**config.mk**
```make
export PLATFORM = sky130hd
export DESIGN_NAME = display_serial_rx
export DESIGN_NICKNAME = d
export VERILOG_FILES = /design/src/rtl/display_serial_rx.sv
export SDC_FILE = /design/constraint.sdc
export NUM_CORES = 1
export LEC_CHECK = 0
export CAP_MARGIN = 20
export CORE_MARGIN = 2
export CORE_UTILIZATION = 28
export CTS_BUF_LIST = sky130_fd_sc_hd__clkbuf_8
export DETAILED_ROUTE_END_ITERATION = 8
export GPL_ROUTABILITY_DRIVEN = 0
export PLACE_DENSITY = 0.48
export REMOVE_ABC_BUFFERS = 1
export SLEW_MARGIN = 5
export SYNTH_ARGS = -nofsm -noshare
export SYNTH_HDL_FRONTEND = slang
export SYNTH_SLANG_ARGS = --single-unit
```
**constraint.sdc**
```tcl
create_clock -name clk -period 1.6 [get_ports clk]
set_clock_uncertainty 0.15 [all_clocks]
set_input_delay 0.16 -clock clk [delete_from_list [all_inputs] [get_ports clk]]
set_output_delay 0.16 -clock clk [all_outputs]
set_load 0.05 [all_outputs]
```
**src/rtl/display_serial_rx.sv**
```systemverilog
// Serial-to-parallel receiver for the display link: MSB-first frames into a one-entry holding register.
// Optional registered seven-segment decode of the held byte when RX_SEG_DECODE_EN is defined.
module display_serial_rx #(
    parameter int DW   = 8,
    parameter int LEAD = 1
) (
    input  logic          clk,
    input  logic          rst_n,
    input  logic          in_RDY_s,
    input  logic          DATA_in_s,
    input  logic          rd_ack,
    output logic [DW-1:0] DATA_out,
    output logic          out_VALID,
    output logic          state_cmp,
    output logic          frm_err,
    output logic          ovr_err
`ifdef RX_SEG_DECODE_EN
    ,
    output logic [6:0]    seg_hi,
    output logic [6:0]    seg_lo
`endif
);

    localparam int LW = (LEAD > 1) ? $clog2(LEAD) : 1;
    localparam int BW = (DW > 1) ? $clog2(DW) : 1;
    localparam logic [LW-1:0] LEAD_INIT = LW'(LEAD - 1);
    localparam logic [BW-1:0] LAST_BIT  = BW'(DW - 1);

    typedef enum logic [2:0] {
        ST_IDLE  = 3'd0,
        ST_LEAD  = 3'd1,
        ST_SHIFT = 3'd2,
        ST_END   = 3'd3,
        ST_DRAIN = 3'd4
    } state_t;

    state_t        state_r, state_nx;
    logic [LW-1:0] lead_cnt_r, lead_cnt_nx;
    logic [BW-1:0] bit_cnt_r, bit_cnt_nx;
    logic [DW-1:0] shreg_r, shreg_nx;
    logic [DW-1:0] data_r, data_nx;
    logic          valid_r, valid_nx;
    logic          cmp_r, cmp_nx;
    logic          frm_r, frm_nx;
    logic          ovr_r, ovr_nx;
    logic          commit_s;

    // Frame sequencing plus commit/handshake decisions for the holding register
    always_comb begin
        state_nx    = state_r;
        lead_cnt_nx = lead_cnt_r;
        bit_cnt_nx  = bit_cnt_r;
        shreg_nx    = shreg_r;
        data_nx     = data_r;
        valid_nx    = valid_r;
        cmp_nx      = 1'b0;
        frm_nx      = 1'b0;
        ovr_nx      = ovr_r;
        commit_s    = 1'b0;
        case (state_r)
            ST_IDLE: begin
                if (in_RDY_s) begin
                    bit_cnt_nx = '0;
                    if (LEAD == 1) begin
                        state_nx = ST_SHIFT;
                    end else begin
                        state_nx    = ST_LEAD;
                        lead_cnt_nx = LEAD_INIT;
                    end
                end else begin
                    state_nx = ST_IDLE;
                end
            end
            ST_LEAD: begin
                if (!in_RDY_s) begin
                    frm_nx      = 1'b1;
                    lead_cnt_nx = '0;
                    state_nx    = ST_IDLE;
                end else if (lead_cnt_r == LW'(1)) begin
                    lead_cnt_nx = '0;
                    state_nx    = ST_SHIFT;
                end else begin
                    lead_cnt_nx = lead_cnt_r - LW'(1);
                end
            end
            ST_SHIFT: begin
                if (!in_RDY_s) begin
                    frm_nx     = 1'b1;
                    shreg_nx   = '0;
                    bit_cnt_nx = '0;
                    state_nx   = ST_IDLE;
                end else begin
                    shreg_nx = {shreg_r[DW-2:0], DATA_in_s};
                    if (bit_cnt_r == LAST_BIT) begin
                        bit_cnt_nx = '0;
                        state_nx   = ST_END;
                    end else begin
                        bit_cnt_nx = bit_cnt_r + BW'(1);
                    end
                end
            end
            ST_END: begin
                if (!in_RDY_s) begin
                    commit_s = 1'b1;
                    state_nx = ST_IDLE;
                end else begin
                    frm_nx   = 1'b1;
                    shreg_nx = '0;
                    state_nx = ST_DRAIN;
                end
            end
            ST_DRAIN: begin
                if (!in_RDY_s) begin
                    state_nx = ST_IDLE;
                end else begin
                    state_nx = ST_DRAIN;
                end
            end
            default: begin
                state_nx = ST_IDLE;
            end
        endcase

        // A commit wins over a plain ack; an ack in the commit cycle frees the slot for the new byte
        if (commit_s) begin
            if (!valid_r || rd_ack) begin
                data_nx  = shreg_r;
                valid_nx = 1'b1;
                cmp_nx   = 1'b1;
            end else begin
                ovr_nx = 1'b1;
            end
        end else if (rd_ack && valid_r) begin
            valid_nx = 1'b0;
        end else begin
            valid_nx = valid_r;
        end
    end

    // State and output registers
    always_ff @(posedge clk or negedge rst_n) begin
        if (!rst_n) begin
            state_r    <= ST_IDLE;
            lead_cnt_r <= '0;
            bit_cnt_r  <= '0;
            shreg_r    <= '0;
            data_r     <= '0;
            valid_r    <= 1'b0;
            cmp_r      <= 1'b0;
            frm_r      <= 1'b0;
            ovr_r      <= 1'b0;
        end else begin
            state_r    <= state_nx;
            lead_cnt_r <= lead_cnt_nx;
            bit_cnt_r  <= bit_cnt_nx;
            shreg_r    <= shreg_nx;
            data_r     <= data_nx;
            valid_r    <= valid_nx;
            cmp_r      <= cmp_nx;
            frm_r      <= frm_nx;
            ovr_r      <= ovr_nx;
        end
    end

    assign DATA_out  = data_r;
    assign out_VALID = valid_r;
    assign state_cmp = cmp_r;
    assign frm_err   = frm_r;
    assign ovr_err   = ovr_r;

`ifdef RX_SEG_DECODE_EN
    logic [6:0] seg_hi_r, seg_lo_r;

    // Active-high segments, bit order gfedcba
    function automatic logic [6:0] hex2seg(input logic [3:0] nib);
        logic [6:0] seg;
        case (nib)
            4'h0: seg = 7'b0111111;
            4'h1: seg = 7'b0000110;
            4'h2: seg = 7'b1011011;
            4'h3: seg = 7'b1001111;
            4'h4: seg = 7'b1100110;
            4'h5: seg = 7'b1101101;
            4'h6: seg = 7'b1111101;
            4'h7: seg = 7'b0000111;
            4'h8: seg = 7'b1111111;
            4'h9: seg = 7'b1101111;
            4'hA: seg = 7'b1110111;
            4'hB: seg = 7'b1111100;
            4'hC: seg = 7'b0111001;
            4'hD: seg = 7'b1011110;
            4'hE: seg = 7'b1111001;
            4'hF: seg = 7'b1110001;
            default: seg = 7'b0111111;
        endcase
        return seg;
    endfunction

    // Segment patterns follow the held byte one cycle later
    always_ff @(posedge clk or negedge rst_n) begin
        if (!rst_n) begin
            seg_hi_r <= 7'b0111111;
            seg_lo_r <= 7'b0111111;
        end else begin
            seg_hi_r <= hex2seg(data_r[7:4]);
            seg_lo_r <= hex2seg(data_r[3:0]);
        end
    end

    assign seg_hi = seg_hi_r;
    assign seg_lo = seg_lo_r;
`endif

endmodule

```
==> flow_summary_export.csv <==
group,metric,value,unit
critical_path,r2r_slack,0.11,ns
route,ant_nets,0,
power_and_ir_drop,power-per-cell-area,830,nW/um2
critical_path,crit_chain,"nand4bb_4 -> nand2b_4 -> mux2_4",
global_routing,overflow,0,
cts,worstSkewPairLatency,0.27,ns
global_routing,grt_max_degree,28,
timing,worst_pin_slew,0.512,ns
placement,pre_cts_slack,-0.0534,ns
placement,dp_hpwl,1340,um
final_layout,drive_gt1_share,32.4,%
timing,setup_viol,0,
die,core,3970,um2
die,die-area,4640,um2
route,drt-total-wl,1880,um
status,outcome,"finished, final reports clean",
timing,max_slew_margin,65.6,%
cts,clock-sinks,27,
yosys,syn-cell-area,1150,um2
timing,fmax,672,MHz
yosys,synth-seq-cells,27,
cts,h-tree-depth,1,
timing,rsz0062_at_grt,"no",
final_layout,syn_to_final_growth,22.0,%
power_and_ir_drop,combPwrFrac,6.3,%
placement,io_buffers,16,
critical_path,cp_slowest_cell,"dfrtp_1",
timing,worst_slack,0.113,ns
power_and_ir_drop,p_sw,263,uW
power_and_ir_drop,intPower,905,uW
critical_path,crit_path_end_kind,"flip-flop",
critical_path,cp-start-kind,"flip-flop",
route,vias,693,
power_and_ir_drop,switching_share,22.5,%
die,start_util,29.0,%
cts,cts_hold_buf,0,
placement,dp_cells,151,
global_routing,grt_antenna_before_repair,0,
critical_path,critPathMaxFanout,10,
timing,min_period_over_period,92.9,%
route,drt-vias-per-instance,4.47,
critical_path,critical-path-top-delay-family,"flip-flops",
yosys,yosys_warnings,0,
die,num_rows,23,
cts,cts-root-buf,"clkbuf_8",
global_routing,grt_pass1_wl,3170,um
die,fp.dieW,68.2,um
yosys,post_synth_num_cell_types,25,
cts,cts.path.max_buffers,2,
timing,finalCriticalPeriod,1.49,ns
power_and_ir_drop,leakagePower,0.719,nW
route,post_drt_wl_per_cell,12.1,um
global_routing,first_global_vias,678,
cts,clkSlewWorstSetupHoldPaths,0.09,ns
power_and_ir_drop,seqPwrFrac,60.7,%
critical_path,r2r_start,"state_r[1]",
cts,cts_tree,"yes",
route,first_pass_iters,4,
timing,slew_viol_final,0,
power_and_ir_drop,vdd_drop_max,0.304,mV
final_layout,fin_util,35.4,%
yosys,yosysSeqAreaShare,58.6,%
global_routing,grt_usage,9.65,%
timing,hold_violations,0,
route,drtIter0Drc,29,
route,drc_errors,0,
yosys,synth_cells,83,
critical_path,arrival,1.50,ns
critical_path,max_stage_delay,0.53,ns
critical_path,worstSetupPathType,"flip-flop to flip-flop",
final_layout,num_antenna_cells,0,
critical_path,cp_num_buf_inv,0,
die,die_h,68.2,um
job,maxCapViolations,0,
final_layout,final_common_cell,"dfrtp_1",
final_layout,nets,113,
hold_path,hold_path.class,"input port to asynchronous set/reset pin",
final_layout,fill_cells,395,
power_and_ir_drop,clkPwrFrac,33.0,%
final_layout,final_cells,155,
cts,cts_buffers,3,
critical_path,reg2reg_depth,3,
final_layout,final_cell_mix,"dfrtp_1, buf_4, a22o_1",
yosys,synth.avg_cell_area,13.9,um2
critical_path,reg2reg_to,"DATA_out[3]",
critical_path,required,1.61,ns
die,io-pin-count,17,
timing,holdWs,0.108,ns
-- Yosys cell counts, drive strengths merged --
cell	n	area, um2
dfrtp	27	676
a22o	11	96.3
mux2	8	120
nand2b	5	38.8
nor2	5	18.8
a21oi	3	15.0
buf	3	23.8
nor2b	3	18.8
o21ai	3	15.0
ha	2	25.0
inv	2	7.50
nand2	2	7.51
nor3b	2	15.0
a22oi	1	7.51
and2b	1	7.51
clkbuf	1	7.51
nand4bb	1	27.5
o21bai	1	7.51
or3b	1	8.76
xnor2	1	8.76
-- per-layer routing --
layer / wire (um) / global-route usage, %
met5: 0 / 0
met4: 64 / 7.50
met3: 64 / 0.987
met2: 864 / 14.9
met1: 883 / 12.3
-- state kept, by name (all words and copies together) (netlist names), 3 cells and up --
name       cells
bit_cnt_r      3
DATA_out       8
shreg_r        8
state_r        3
-- layout make-up --
cell class | count | area [um2] | area share (%)
flip-flops and latches | 27 | 676 | 48.0
repair buffers | 22 | 175 | 12.5
clock inverters | 1 | 5.00 | 0.356
well taps | 50 | 62.6 | 4.45
inverters | 2 | 7.51 | 0.534
clock buffers | 3 | 41.3 | 2.94
multi-input cells | 50 | 439 | 31.2
-- worst max path at each step --
stage	from	endpoint	slack, ns	depth (start not counted)
after global placement	in_RDY_s	DATA_out[0]	-0.04	4
after CTS	state_r[1]	shreg_r[1]	0.07	3
after detailed placement	in_RDY_s	DATA_out[2]	-0.05	4
final	state_r[1]	DATA_out[3]	0.11	3
after global routing	state_r[1]	DATA_out[0]	0.02	3
after floorplan	out_VALID	DATA_out[0]	0.03	3
-- cells by family after synthesis --
group,share of synthesized area [%]
xor gates and xnor gates,0.760
muxes,10.4
DFF,58.6
AOI/OAI and AO/OA,12.3
and+or+nand+nor,12.4
adders and majority gates,2.17
buffers and inverters,3.37
-- through the flow --
step                total power [mW]  cell area (um2)  TNS [ns]
floorplan                      0.758             1120         0
global placement               0.797             1360    -0.358
detailed placement             0.799             1360    -0.760
CTS                             1.19             1410         0
global route                    1.24             1410         0
finish                          1.17             1410         0
-- power by group through the flow --
stage / registers [mW] / clock network, mW / logic [mW]
after floorplan: 0.725 / 0 / 0.0327
after global placement: 0.723 / 0 / 0.0740
after detailed placement: 0.723 / 0 / 0.0758
after CTS: 0.710 / 0.408 / 0.0760
after global routing: 0.712 / 0.439 / 0.0841
final: 0.709 / 0.385 / 0.0736
-- repair_timing --
action                     CTS  global route
gates resized for setup      0             1
setup endpoints to repair    0            11
buffers inserted             0             0
Note: power is estimated with default switching activity, not from simulation.
